==> config.mk <==
export PLATFORM = sky130hd
export DESIGN_NAME = lc2k_decode_stage_flat
export DESIGN_NICKNAME = d
export VERILOG_FILES = /design/src/rtl/lc2k_pkg.sv /design/src/rtl/lc2k_decode_stage_if.sv /design/src/rtl/lc2k_regfile_p.sv /design/src/rtl/lc2k_decode_stage.sv /design/src/flat_wrapper.sv
export SDC_FILE = /design/constraint.sdc
export NUM_CORES = 1
export LEC_CHECK = 0
export CAP_MARGIN = 20
export CORE_MARGIN = 2
export CORE_UTILIZATION = 49
export DETAILED_ROUTE_END_ITERATION = 6
export GPL_ROUTABILITY_DRIVEN = 0
export PLACE_DENSITY_LB_ADDON = 0.15
export SLEW_MARGIN = 20
export SYNTH_ARGS = -nofsm -noshare
export SYNTH_HDL_FRONTEND = slang
export SYNTH_SLANG_ARGS = --single-unit
==> constraint.sdc <==
create_clock -name clk -period 3.7 [get_ports clk]
set_input_delay 0.74 -clock clk [delete_from_list [all_inputs] [get_ports clk]]
set_output_delay 0.74 -clock clk [all_outputs]
set_load 0.005 [all_outputs]
==> src/rtl/lc2k_pkg.sv <==
// Shared LC2K definitions: opcodes, instruction field positions, pipeline
// field structs and the source-register usage table.
package lc2k_pkg;

    localparam int LC2K_NUM_REGS = 8;
    localparam int REG_IDX_W     = 3;
    localparam int INSTR_W       = 32;

    localparam int OPCODE_MSB = 24;
    localparam int OPCODE_LSB = 22;
    localparam int REG_A_MSB  = 21;
    localparam int REG_A_LSB  = 19;
    localparam int REG_B_MSB  = 18;
    localparam int REG_B_LSB  = 16;
    localparam int DEST_MSB   = 2;
    localparam int DEST_LSB   = 0;
    localparam int OFFSET_MSB = 15;
    localparam int OFFSET_LSB = 0;

    typedef enum logic [2:0] {
        OP_ADD  = 3'd0,
        OP_NOR  = 3'd1,
        OP_LW   = 3'd2,
        OP_SW   = 3'd3,
        OP_BEQ  = 3'd4,
        OP_JALR = 3'd5,
        OP_HALT = 3'd6,
        OP_NOOP = 3'd7
    } opcode_e;

    // IF/ID view of one instruction after field extraction.
    typedef struct packed {
        opcode_e                opcode;
        logic [REG_IDX_W-1:0]   reg_a;
        logic [REG_IDX_W-1:0]   reg_b;
        logic [REG_IDX_W-1:0]   dest;
        logic [15:0]            offset;
    } if_id_fields_t;

    // Width-independent part of the ID/EX register; data fields are added
    // by the stage at its own DATA_W/PC_W.
    typedef struct packed {
        opcode_e                opcode;
        logic [REG_IDX_W-1:0]   reg_a;
        logic [REG_IDX_W-1:0]   reg_b;
        logic [REG_IDX_W-1:0]   dest;
    } id_ex_ctrl_t;

    function automatic logic uses_reg_a(opcode_e op);
        return op inside {OP_ADD, OP_NOR, OP_LW, OP_SW, OP_BEQ, OP_JALR};
    endfunction

    function automatic logic uses_reg_b(opcode_e op);
        return op inside {OP_ADD, OP_NOR, OP_SW, OP_BEQ};
    endfunction

endpackage

==> src/rtl/lc2k_decode_stage_if.sv <==
// Decode-stage bus: IF/ID handshake, write-back port, flush and ID/EX outputs.
interface lc2k_decode_stage_if #(
    parameter int DATA_W = 32,
    parameter int PC_W   = 32
);
    logic              in_valid;
    logic              in_ready;
    logic [31:0]       in_instr;
    logic [PC_W-1:0]   in_pc_plus_one;
    logic              wb_en;
    logic [2:0]        wb_reg;
    logic [DATA_W-1:0] wb_data;
    logic              flush;
    logic              out_valid;
    logic              out_ready;
    logic [2:0]        out_opcode;
    logic [2:0]        out_reg_a;
    logic [2:0]        out_reg_b;
    logic [2:0]        out_dest;
    logic [DATA_W-1:0] out_val_a;
    logic [DATA_W-1:0] out_val_b;
    logic [DATA_W-1:0] out_offset;
    logic [PC_W-1:0]   out_pc_plus_one;

    modport master (
        output in_valid, in_instr, in_pc_plus_one, wb_en, wb_reg, wb_data,
               flush, out_ready,
        input  in_ready, out_valid, out_opcode, out_reg_a, out_reg_b, out_dest,
               out_val_a, out_val_b, out_offset, out_pc_plus_one
    );

    modport slave (
        input  in_valid, in_instr, in_pc_plus_one, wb_en, wb_reg, wb_data,
               flush, out_ready,
        output in_ready, out_valid, out_opcode, out_reg_a, out_reg_b, out_dest,
               out_val_a, out_val_b, out_offset, out_pc_plus_one
    );
endinterface

==> src/rtl/lc2k_regfile_p.sv <==
// LC2K register file, two combinational read ports, one write port, r0 hard zero.
// LC2K_DECODE_WB_BYPASS_EN makes reads see a same-cycle write (write-through).
module lc2k_regfile_p
    import lc2k_pkg::*;
#(
    parameter int DATA_W   = 32,
    parameter int NUM_REGS = LC2K_NUM_REGS
) (
    input  logic                 clk,
    input  logic                 rst_n,
    input  logic                 wr_en,
    input  logic [REG_IDX_W-1:0] wr_addr,
    input  logic [DATA_W-1:0]    wr_data,
    input  logic [REG_IDX_W-1:0] rd_addr_a,
    input  logic [REG_IDX_W-1:0] rd_addr_b,
    output logic [DATA_W-1:0]    rd_data_a,
    output logic [DATA_W-1:0]    rd_data_b
);
    logic [DATA_W-1:0]    regs_reg [NUM_REGS];
    logic [REG_IDX_W-1:0] rd_addr  [2];
    logic [DATA_W-1:0]    rd_data  [2];

    always_ff @(posedge clk) begin
        if (!rst_n) begin
            for (int i = 0; i < NUM_REGS; i++) begin
                regs_reg[i] <= '0;
            end
        end else if (wr_en && wr_addr != '0) begin
            regs_reg[wr_addr] <= wr_data;
        end
    end

    assign rd_addr[0] = rd_addr_a;
    assign rd_addr[1] = rd_addr_b;

    generate
        for (genvar gi = 0; gi < 2; gi++) begin : g_rd_port
`ifdef LC2K_DECODE_WB_BYPASS_EN
            assign rd_data[gi] = (rd_addr[gi] == '0) ? '0 :
                                 (wr_en && wr_addr == rd_addr[gi]) ? wr_data :
                                 regs_reg[rd_addr[gi]];
`else
            assign rd_data[gi] = (rd_addr[gi] == '0) ? '0 : regs_reg[rd_addr[gi]];
`endif
        end
    endgenerate

    assign rd_data_a = rd_data[0];
    assign rd_data_b = rd_data[1];
endmodule

==> src/rtl/lc2k_decode_stage.sv <==
// LC2K decode stage: field decode, register read, load-use stall, ID/EX register.
// Same-cycle write-back visibility is selected by LC2K_DECODE_WB_BYPASS_EN.
module lc2k_decode_stage
    import lc2k_pkg::*;
#(
    parameter int DATA_W   = 32,
    parameter int PC_W     = 32,
    parameter int NUM_REGS = LC2K_NUM_REGS
) (
    input  logic               clk,
    input  logic               rst_n,
    lc2k_decode_stage_if.slave bus
);
    typedef struct packed {
        id_ex_ctrl_t       ctrl;
        logic [DATA_W-1:0] val_a;
        logic [DATA_W-1:0] val_b;
        logic [DATA_W-1:0] offset;
        logic [PC_W-1:0]   pc_plus_one;
    } id_ex_reg_t;

    if_id_fields_t     in_f;
    id_ex_reg_t        id_ex_reg;
    id_ex_reg_t        id_ex_next;
    logic              out_valid_reg;
    logic [DATA_W-1:0] rd_data_a;
    logic [DATA_W-1:0] rd_data_b;
    logic              lw_in_ex;
    logic              match_a;
    logic              match_b;
    logic              hz;
    logic              adv;
    logic              load_en;
    logic              unused_instr_hi;

    always_comb begin
        in_f        = '0;
        in_f.opcode = opcode_e'(bus.in_instr[OPCODE_MSB:OPCODE_LSB]);
        in_f.reg_a  = bus.in_instr[REG_A_MSB:REG_A_LSB];
        in_f.reg_b  = bus.in_instr[REG_B_MSB:REG_B_LSB];
        in_f.dest   = bus.in_instr[DEST_MSB:DEST_LSB];
        in_f.offset = bus.in_instr[OFFSET_MSB:OFFSET_LSB];
    end

    assign unused_instr_hi = ^bus.in_instr[31:OPCODE_MSB+1];

    lc2k_regfile_p #(
        .DATA_W   (DATA_W),
        .NUM_REGS (NUM_REGS)
    ) u_regfile (
        .clk       (clk),
        .rst_n     (rst_n),
        .wr_en     (bus.wb_en),
        .wr_addr   (bus.wb_reg),
        .wr_data   (bus.wb_data),
        .rd_addr_a (in_f.reg_a),
        .rd_addr_b (in_f.reg_b),
        .rd_data_a (rd_data_a),
        .rd_data_b (rd_data_b)
    );

    // A load's destination is its regB field; only sources the incoming
    // instruction really reads may trigger the stall.
    assign lw_in_ex = out_valid_reg && (id_ex_reg.ctrl.opcode == OP_LW) &&
                      (id_ex_reg.ctrl.reg_b != '0);
    assign match_a  = uses_reg_a(in_f.opcode) && (in_f.reg_a == id_ex_reg.ctrl.reg_b);
    assign match_b  = uses_reg_b(in_f.opcode) && (in_f.reg_b == id_ex_reg.ctrl.reg_b);
    assign hz       = bus.in_valid && lw_in_ex && (match_a || match_b);
    assign adv      = !out_valid_reg || bus.out_ready;
    assign load_en  = bus.in_valid && !hz;

    assign bus.in_ready = !rst_n ? 1'b0 : (bus.flush ? 1'b1 : (adv && !hz));

    always_comb begin
        id_ex_next                  = '0;
        id_ex_next.ctrl.opcode      = in_f.opcode;
        id_ex_next.ctrl.reg_a       = in_f.reg_a;
        id_ex_next.ctrl.reg_b       = in_f.reg_b;
        id_ex_next.ctrl.dest        = in_f.dest;
        id_ex_next.val_a            = rd_data_a;
        id_ex_next.val_b            = rd_data_b;
        id_ex_next.offset           = DATA_W'($signed(in_f.offset));
        id_ex_next.pc_plus_one      = bus.in_pc_plus_one;
    end

    // Flush kills both the incoming instruction and whatever sits in ID/EX.
    always_ff @(posedge clk) begin
        if (!rst_n) begin
            out_valid_reg <= 1'b0;
            id_ex_reg     <= '0;
        end else if (bus.flush) begin
            out_valid_reg <= 1'b0;
        end else if (adv) begin
            out_valid_reg <= load_en;
            if (load_en) begin
                id_ex_reg <= id_ex_next;
            end
        end
    end

    assign bus.out_valid       = out_valid_reg;
    assign bus.out_opcode      = id_ex_reg.ctrl.opcode;
    assign bus.out_reg_a       = id_ex_reg.ctrl.reg_a;
    assign bus.out_reg_b       = id_ex_reg.ctrl.reg_b;
    assign bus.out_dest        = id_ex_reg.ctrl.dest;
    assign bus.out_val_a       = id_ex_reg.val_a;
    assign bus.out_val_b       = id_ex_reg.val_b;
    assign bus.out_offset      = id_ex_reg.offset;
    assign bus.out_pc_plus_one = id_ex_reg.pc_plus_one;
endmodule
==> src/flat_wrapper.sv <==
// flat-port wrapper written by rule: the top's interface ports become plain ports
module lc2k_decode_stage_flat import lc2k_pkg::*;
#(
    parameter int DATA_W   = 32,
    parameter int PC_W     = 32,
    parameter int NUM_REGS = LC2K_NUM_REGS
)
  (clk, rst_n, bus_in_valid, bus_in_instr, bus_in_pc_plus_one, bus_wb_en, bus_wb_reg, bus_wb_data, bus_flush, bus_out_ready, bus_in_ready, bus_out_valid, bus_out_opcode, bus_out_reg_a, bus_out_reg_b, bus_out_dest, bus_out_val_a, bus_out_val_b, bus_out_offset, bus_out_pc_plus_one);
  lc2k_decode_stage_if #(.DATA_W(DATA_W), .PC_W(PC_W)) bus_i ();
  input  logic clk;
  input  logic rst_n;
  input wire logic [$bits(bus_i.in_valid)-1:0] bus_in_valid;
  input wire logic [$bits(bus_i.in_instr)-1:0] bus_in_instr;
  input wire logic [$bits(bus_i.in_pc_plus_one)-1:0] bus_in_pc_plus_one;
  input wire logic [$bits(bus_i.wb_en)-1:0] bus_wb_en;
  input wire logic [$bits(bus_i.wb_reg)-1:0] bus_wb_reg;
  input wire logic [$bits(bus_i.wb_data)-1:0] bus_wb_data;
  input wire logic [$bits(bus_i.flush)-1:0] bus_flush;
  input wire logic [$bits(bus_i.out_ready)-1:0] bus_out_ready;
  output wire logic [$bits(bus_i.in_ready)-1:0] bus_in_ready;
  output wire logic [$bits(bus_i.out_valid)-1:0] bus_out_valid;
  output wire logic [$bits(bus_i.out_opcode)-1:0] bus_out_opcode;
  output wire logic [$bits(bus_i.out_reg_a)-1:0] bus_out_reg_a;
  output wire logic [$bits(bus_i.out_reg_b)-1:0] bus_out_reg_b;
  output wire logic [$bits(bus_i.out_dest)-1:0] bus_out_dest;
  output wire logic [$bits(bus_i.out_val_a)-1:0] bus_out_val_a;
  output wire logic [$bits(bus_i.out_val_b)-1:0] bus_out_val_b;
  output wire logic [$bits(bus_i.out_offset)-1:0] bus_out_offset;
  output wire logic [$bits(bus_i.out_pc_plus_one)-1:0] bus_out_pc_plus_one;
  assign bus_i.in_valid = bus_in_valid;
  assign bus_i.in_instr = bus_in_instr;
  assign bus_i.in_pc_plus_one = bus_in_pc_plus_one;
  assign bus_i.wb_en = bus_wb_en;
  assign bus_i.wb_reg = bus_wb_reg;
  assign bus_i.wb_data = bus_wb_data;
  assign bus_i.flush = bus_flush;
  assign bus_i.out_ready = bus_out_ready;
  assign bus_in_ready = bus_i.in_ready;
  assign bus_out_valid = bus_i.out_valid;
  assign bus_out_opcode = bus_i.out_opcode;
  assign bus_out_reg_a = bus_i.out_reg_a;
  assign bus_out_reg_b = bus_i.out_reg_b;
  assign bus_out_dest = bus_i.out_dest;
  assign bus_out_val_a = bus_i.out_val_a;
  assign bus_out_val_b = bus_i.out_val_b;
  assign bus_out_offset = bus_i.out_offset;
  assign bus_out_pc_plus_one = bus_i.out_pc_plus_one;
  lc2k_decode_stage #(.DATA_W(DATA_W), .PC_W(PC_W), .NUM_REGS(NUM_REGS)) u_core (.clk(clk), .rst_n(rst_n), .bus(bus_i));
endmodule
# Yosys cells after proc, flatten, opt, wreduce, memory -nomap -nowiden
# Memories as Yosys holds them, arrays and structs flattened.
# Cells that the tools add are included.
word_totals:
  ff_bits: 125
  ram_bits: 256
  output_inout_bits: 142
  word_cells: 54
  memories: 1
classes:
  n_eq_ne: 8
  n_mux: 11
  bitwise: 2
  reduce_logical: 23
memory_table:
  columns: ["name", "words", "word_bits", "read_ports", "rd_clocked_by_memory_dff", "write_ports", "line", "rtl"]
  rows:
  - ["u_core.u_regfile.regs_reg", 8, 32, 2, 0, 8, "lc2k_regfile_p.sv:19", "logic [DATA_W-1:0] regs_reg [NUM_REGS];"]
ops:
  columns: ["cell", "n"]
  rows:
  - ["two-way mux 32 bit", 3]
  - ["OR reduction 32 bit", 1]
  - ["equality test 3 x 2 -> 1 bit, second input constant", 3]
  - ["logical AND 1 bit", 9]
  - ["zero test 3 bit", 3]
  - ["two-way mux 1 bit", 7]
  - ["equality test 3 bit", 2]
  - ["equality test 3 bit, second input constant", 2]
  - ["nonzero test 3 bit", 2]
  - ["nonzero test 6 bit", 1]
  - ["nonzero test 4 bit", 1]
  - ["equality test 3 x 1 -> 1 bit, second input constant", 1]
  - ["two-way mux 3 bit", 1]
  - ["AND reduction 3 bit", 1]
  - ["zero test 1 bit", 2]
  - ["logical OR 1 bit", 2]
  - ["inverter 1 bit", 2]
  - ["OR reduction 2 bit", 1]

# Depth between registers and ports, before layout
# Gate-level depths: netlist (run 1).
logic_depth:
  depth_word: 9
  ltp_mapped: 8

# Cells and area by module
# From an unflattened synthesis (run 1), not the netlist that was laid out.
unflattened:
  cells_unflattened: 1447
  hier_area_um2: 17431.7
by_module_without_submodules:
  columns: ["mod", "n_inst", "cells_each", "area_each_um2"]
  rows:
  - ["lc2k_regfile_p", 1, 882, 12333.1]
  - ["lc2k_decode_stage", 1, 565, 5098.6]

# Worst setup path after synthesis (run 1)
# No wires, ideal clock.
synth_path:
  kind: "input-to-reg"
  startpoint: "input bus_wb_reg[1]"
  endpoint: "memory u_core.u_regfile.regs_reg[4][0] (enable)"
  setup_time_ps: 466
  arrival_time_ps: 3288
  path_slack_ps: -54
  stages: 2
  path_buffers: 0
  cell_sequence: "nand3b_1 > o21ai_0"
synth_lines:
  columns: ["element", "line", "rtl"]
  rows:
  - ["from (decl)", "flat_wrapper.sv:16", "input wire logic [$bits(bus_i.wb_reg)-1:0] bus_wb_reg;"]
  - ["to (decl)", "lc2k_regfile_p.sv:19", null]

# Worst setup path after layout (run 1)
layout_path:
  startpoint: "input bus_in_instr[22]"
  endpoint: "output bus_in_ready"
layout_via:
  elab_chain_len: 9
layout_rtl:
  columns: ["element", "line", "rtl"]
  rows:
  - ["from (decl)", "flat_wrapper.sv:13", "input wire logic [$bits(bus_i.in_instr)-1:0] bus_in_instr;"]
  - ["equality test 3 x 1 -> 1 bit, or another cell as far along", "lc2k_pkg.sv:50, lc2k_pkg.sv:54", null]
  - ["nonzero test 6 bit or nonzero test 4 bit (tied branches)", "lc2k_pkg.sv:50, lc2k_pkg.sv:54", null]
  - ["logical AND 1 bit (on tied branches)", "lc2k_decode_stage.sv:66, lc2k_decode_stage.sv:67", null]
  - ["logical OR 1 bit (*)", "lc2k_decode_stage.sv:68", "assign hz = bus.in_valid && lw_in_ex && (match_a || match_b);"]
  - ["logical AND 1 bit (*)", "lc2k_decode_stage.sv:68", null]
  - ["zero test 1 bit (*)", "lc2k_decode_stage.sv:72", "assign bus.in_ready = !rst_n ? 1'b0 : (bus.flush ? 1'b1 : (adv && !hz));"]
  - ["logical AND 1 bit (*)", "lc2k_decode_stage.sv:72", null]
  - ["two-way mux 1 bit (*) (2 in a row)", "lc2k_decode_stage.sv:72", null]
  - ["to (decl)", "flat_wrapper.sv:20", "output wire logic [$bits(bus_i.in_ready)-1:0] bus_in_ready;"]
# Every way passes the cells marked *; elsewhere a longest branch is shown, timed or not.

==> results.cfg, run 1 <==
[timing]
maxSlewViolCount = 0
worst_pin_slew_ns = 0.9832
rsz0062_at_grt = no
fin_tns_setup_ns = 0
timing.slew.headroom_pct = 34.45
fin_crit_ns = 3.505
hold_viol_final = 0
fin_crit_sh_pct = 94.73
hold_ws_ns = 0.4467
setup_viol = 0
max_freq_mhz = 285.3
setup_ws_ns = 0.1949
clock_skew_ns = 0.01391

[clock_tree]
cts_max_level = 2
clockRootBuffer = clkbuf_16
clk_latency_ns = 0.53
clk_pin_slew_ns = 0.05
cts-resized-gates = 0
cts_hold_buf = 0
numCtsBuffers = 37
cts_setup_buffers = 0
clk_path_buf_depth = 3
cts_tree = done
cts.sinks = 346

[run_status]
status = completed

[setup_path]
arrival_ns = 2.77
critPathCaptureType = output pin
path_class = input port to output pin
crit_required_ns = 2.96
cp_max_fo = 2
crit_top_cell = clkdlybuf4s50_1
crit_family = buffers and inverters
crit_slowest_cell = clkdlybuf4s50_1
crit_buf_inv = 3
path_cells = clkdlybuf4s50_1, mux2_2, nor4_2, buf_4, o21ai_4, a21oi_1, nor2_1, clkdlybuf4s50_1
cpPeakStageDelay_ns = 0.54
startpoint_type = input port

[logic_synthesis]
syn-num-nets = 1591
syn_inst = 1486
syn_area_um2 = 16730
ys_async_sr_fraction_pct = 0
yosys_warnings = 0
ys_types = 34
avgSynthCellArea_um2 = 11.26
synth_top_area_share_pct = 40.22
synth-main-ff-cell = edfxtp_1
ys_ff_latch = 346
seq_area_frac_synth_pct = 54.82
synth_edf_count = 224
synthTopCellsByArea = edfxtp_1, dfxtp_1, and2_1, mux4_2, o21ai_0
post-synth-top-area-cell = edfxtp_1

[die]
fp.dieH_um = 188.8
io_pins = 247
core_area_um2 = 33530
die_x_um = 188.8
die_area_um2 = 35630
rows = 67
initial_core_util_pct = 49.88

[routing]
drc = 0
vias = 12620
drtAntennaViolNets = 0
post_drt_wl_per_cell_um = 23.03
via_per_inst = 5.906
drtPass1Iterations = 5
routed_wl_um = 49180
drt_iter0_drc = 1131

[power_and_ir_drop]
ir_worst_vdd_mv = 0.2949
combPwrFrac_pct = 12.3
leakage_nw = 7.203
p_per_area_nw_per_um2 = 440.8
switching_share_pct = 23.76
p_clk_share_pct = 38.6
seq_power_share_pct = 49.1
p_switching_mw = 2.156
intPower_mw = 6.919

[cells_and_area]
layout.cells.non_filler = 2136
nNetsFinal = 1762
largest_reg_flops = 224
drive_gt1_share_pct = 13.11
final_common_cell = clkdlybuf4s50_1
area_delta_synth_final_pct = 23.07
fin_util_pct = 61.39
mostFrequentLayoutCells = clkdlybuf4s50_1, and2_1, edfxtp_1
n_fill_cell = 2670

[placed_design]
dpl_worst_slack_ns = 0.1587
place_inst = 2065
portBuffers = 239
dp.final_hpwl_um = 28140

[grt]
grt_pass1_vias = 12270
grt.total_usage_pct = 27.06
gr-total-overflow = 0
antenna_found_initial = 4
grt_max_degree = 94
grt_pass1_wl_um = 73230

[hold_path]
hp-class = flip-flop to flip-flop

[flow_run]
drv_cap = 0
path summary, 6_finish.rpt:
kind	slack, ns	endpoint	cells after the start	startpoint
worst max-delay path	0.19	bus_in_ready	8	bus_in_instr[22]
worst min-delay path	0.45	u_core.bus.out_val_b[29]$_SDFFE_PN0P_	2	u_core.bus.out_val_b[29]$_SDFFE_PN0P_
worst max register to register	1.37	u_core.bus.out_val_b[5]$_SDFFE_PN0P_	7	u_core.bus.out_reg_b[2]$_SDFFE_PN0P_
worst min register to register	0.45	u_core.bus.out_val_b[29]$_SDFFE_PN0P_	2	u_core.bus.out_val_b[29]$_SDFFE_PN0P_
per-layer routing:
| metal | GRT usage (%) | up-vias | routed length, um |
|---|---|---|---|
| met4 | 8.474 | 4 | 1250 |
| li1 | - | 5766 | - |
| met2 | 45.31 | 528 | 23440 |
| met3 | 5.047 | 90 | 3930 |
| met5 | 0 | - | 30 |
| met1 | 35.77 | 6227 | 20530 |
kinds of logic after synthesis:
group / after synthesis / share of synthesized area, %
mux: 158 / 13.30
xor+xnor: 6 / 0.3142
buf+inv: 156 / 4.309
simple gates: 461 / 15.09
compound gates: 359 / 12.17
flops: 346 / 54.82
power groups by stage:
stage | sequential, mW | clock (mW) | combinational [mW]
global route | 4.48 | 3.72 | 1.20
detailed placement | 4.53 | 0 | 1.11
CTS | 4.45 | 3.56 | 1.11
global placement | 4.52 | 0 | 1.10
finish | 4.45 | 3.50 | 1.12
floorplan | 4.51 | 0 | 0.585
stage by stage:
step | power [mW] | cell area (um2)
final | 9.075 | 20580
after global routing | 9.393 | 20580
after CTS | 9.117 | 20550
after detailed placement | 5.636 | 19400
after global placement | 5.612 | 19400
after floorplan | 5.095 | 16730
layout make-up:
| cell class | count | area (um2) | share of cell area (%) |
|---|---|---|---|
| multi-input cells | 984 | 6922 | 33.63 |
| inverters | 1 | 3.754 | 0.01823 |
| well taps | 448 | 560.5 | 2.723 |
| repair buffers | 287 | 2780 | 13.51 |
| clock inverters | 17 | 103.9 | 0.5045 |
| flip-flops and latches | 346 | 9169 | 44.54 |
| clock buffers | 51 | 1041 | 5.057 |
| diodes | 2 | 5.005 | 0.02431 |
worst min-delay path, cell delays in order (launching register included):
cell and delay [ns]:
dfxtp_1 0.30, nand2_1 0.05, o21ai_1 0.05
synthesized netlist by cell type, types with 2 or more instances:
cell type / instances
mux2i_1: 58
clkbuf_2: 6
nor2_1: 8
edfxtp_1: 224
a21oi_1: 93
a211o_1: 18
buf_4: 21
nor2b_1: 14
buf_1: 11
or4_1: 11
nand2_1: 96
buf_6: 3
nand2b_1: 6
mux2_2: 54
o21ai_1: 3
xor2_1: 6
a22oi_1: 35
nor4_1: 2
buf_2: 21
nand3_1: 93
or2_2: 2
a221oi_1: 18
clkbuf_1: 93
nor3_1: 2
and2_1: 224
nand3b_1: 2
mux4_2: 46
dfxtp_1: 122
o21ai_0: 189
(Power assumes the default switching activity.)
==> run 2, diff against run 1 <==
Settings changed: CORE_MARGIN 2 to 1.5, CORE_UTILIZATION 49 to 57, DONT_BUFFER_PORTS set to 1, SLEW_MARGIN 20 to unset.
==> run 2 against run 1 <==
Global-route usage up 3.5 points. Maximum frequency up 21%. Clock power up 6.9%. Largest cell class unchanged. Setup slack better by 0.60 ns. Via count down 7.3%. Final cell count down 15%. Critical endpoint unchanged. Flip-flop and latch count unchanged. Design area down 12%.
==> results.cfg, run 2 (synthesis gave the netlist of run 1 again) <==
[power_and_ir_drop]
leakage_nw = 6.261
power_mw = 8.898
p_per_area_nw_per_um2 = 491.9
ir_worst_vdd_mv = 0.2814

[timing]
setup_ws_ns = 0.7917
maxSlewViolCount = 0
setup_viol = 0
fin_crit_ns = 2.908
fin_crit_sh_pct = 78.60
rsz0062_at_grt = no
worst_pin_slew_ns = 1.001
hold_viol_final = 0
max_freq_mhz = 343.8
timing.slew.headroom_pct = 33.23
clock_skew_ns = 0.01556

[routing]
drtAntennaViolNets = 0
drt_iter0_drc = 1153
via_per_inst = 6.454
vias = 11700
drc = 0
drtPass1Iterations = 5
routed_wl_um = 46610
post_drt_wl_per_cell_um = 25.72

[hold_path]
hp-class = input port to flip-flop

[die]
die_area_um2 = 30380
initial_core_util_pct = 58.12
io_pins = 247
core_area_um2 = 28780
rows = 62
fp.dieH_um = 174.3
die_x_um = 174.3

[clock_tree]
numCtsBuffers = 38
clk_path_buf_depth = 3
cts.sinks = 346
cts-resized-gates = 0
clk_pin_slew_ns = 0.06
cts_hold_buf = 0
cts_max_level = 2
clk_latency_ns = 0.53
clockRootBuffer = clkbuf_16
cts_setup_buffers = 0
cts_tree = done

[setup_path]
cpPeakStageDelay_ns = 0.63
path_cells = xor2_1, a2111oi_2, o21ai_4, a21oi_1, nor2_1
cp_max_fo = 5
arrival_ns = 2.17
startpoint_type = flip-flop
crit_slowest_cell = a2111oi_2
path_class = flip-flop to output pin
crit_required_ns = 2.96
rrSetupSlack_ns = 1.01
critPathCaptureType = output pin

[grt]
met2_usage_pct = 50.90
grt-busiest-layer = met2
grt_max_degree = 104
gr-total-overflow = 0
grt.total_usage_pct = 30.60
grt_pass1_vias = 11810
antenna_found_initial = 0
grt_pass1_wl_um = 70080
use_met1_pct = 40.44
use_met3_pct = 5.862

[placed_design]
place_inst = 1741
portBuffers = 0
dp.final_hpwl_um = 25620
dpl_worst_slack_ns = 0.6739

[cells_and_area]
largest_reg_flops = 224
drive_gt1_share_pct = 14.22
layout.cells.non_filler = 1812
nNetsFinal = 1503
antenna_cells = 0
mostFrequentLayoutCells = and2_1, edfxtp_1, o21ai_0
area_delta_synth_final_pct = 8.161

[run_status]
status = completed

[flow_run]
drv_cap = 0
## run 2: cell count changes in the layout (fill, tap and decap cells not counted), sizes merged
cell,previous run,this run
clkbuf,51,64
inv,2,1
clkinvlp,0,1
diode,2,0
buf,55,27
clkinv,15,5
bufinv,1,0
clkdlybuf4s50,232,0
## run 2: power by group
part           internal (mW)  switching [mW]  leakage, nW  total, mW
Sequential              4.34           0.138         3.14       4.48
Combinational          0.315           0.368         2.51      0.683
Clock                   2.25            1.48        0.612       3.74
## run 2: cell type report
class	count	area, um2
inverter	1	3.754
multi-input combinational	984	6960
clock inverter	6	30.03
timing repair buffer	27	222.7
tap	384	480.5
sequential	346	9169
clock buffer	64	1225
fill	2264	10690
## run 2: path summary, 6_finish.rpt
| path | start | to | depth (start not counted) |
|---|---|---|---|
| min reg2reg | u_core.bus.out_val_b[29]$_SDFFE_PN0P_ | u_core.bus.out_val_b[29]$_SDFFE_PN0P_ | 2 |
| max | u_core.bus.out_reg_b[1]$_SDFFE_PN0P_ | bus_in_ready | 5 |
| min | bus_flush | u_core.bus.out_valid$_SDFFE_PP0P_ | 1 |
| max reg2reg | u_core.bus.out_reg_b[1]$_SDFFE_PN0P_ | u_core.bus.out_val_b[4]$_SDFFE_PN0P_ | 6 |
## run 2: worst max-delay path, delay by kind of cell (launching register included)
| family | cells | cell delay, ns |
|---|---|---|
| AOI/OAI and AO/OA | 3 | 0.91 |
| DFF | 1 | 0.51 |
| and+or+nand+nor | 1 | 0.09 |
| xor gates and xnor gates | 1 | 0.13 |
## run 2: through the flow
step / hold WS [ns] / cell area [um2] / setup TNS (ns) / util, %
final: 0.2865 / 18090 / 0 / 62.86
after global routing: 0.2756 / 18090 / 0 / 62.86
after CTS: 0.2765 / 18060 / 0 / 62.76
after detailed placement: 0.4637 / 16810 / 0 / 58.40
after global placement: 0.4618 / 16810 / 0 / 58.40
after floorplan: 0.4447 / 16730 / -3.067 / -
## run 2: layer usage
layer	wire length, um	up-vias	share of wire, %
met3	4248	91	9.1
met1	18340	5789	39
li1	-	5248	-
met5	0	-	0
met2	22740	567	49
met4	1274	0	2.7
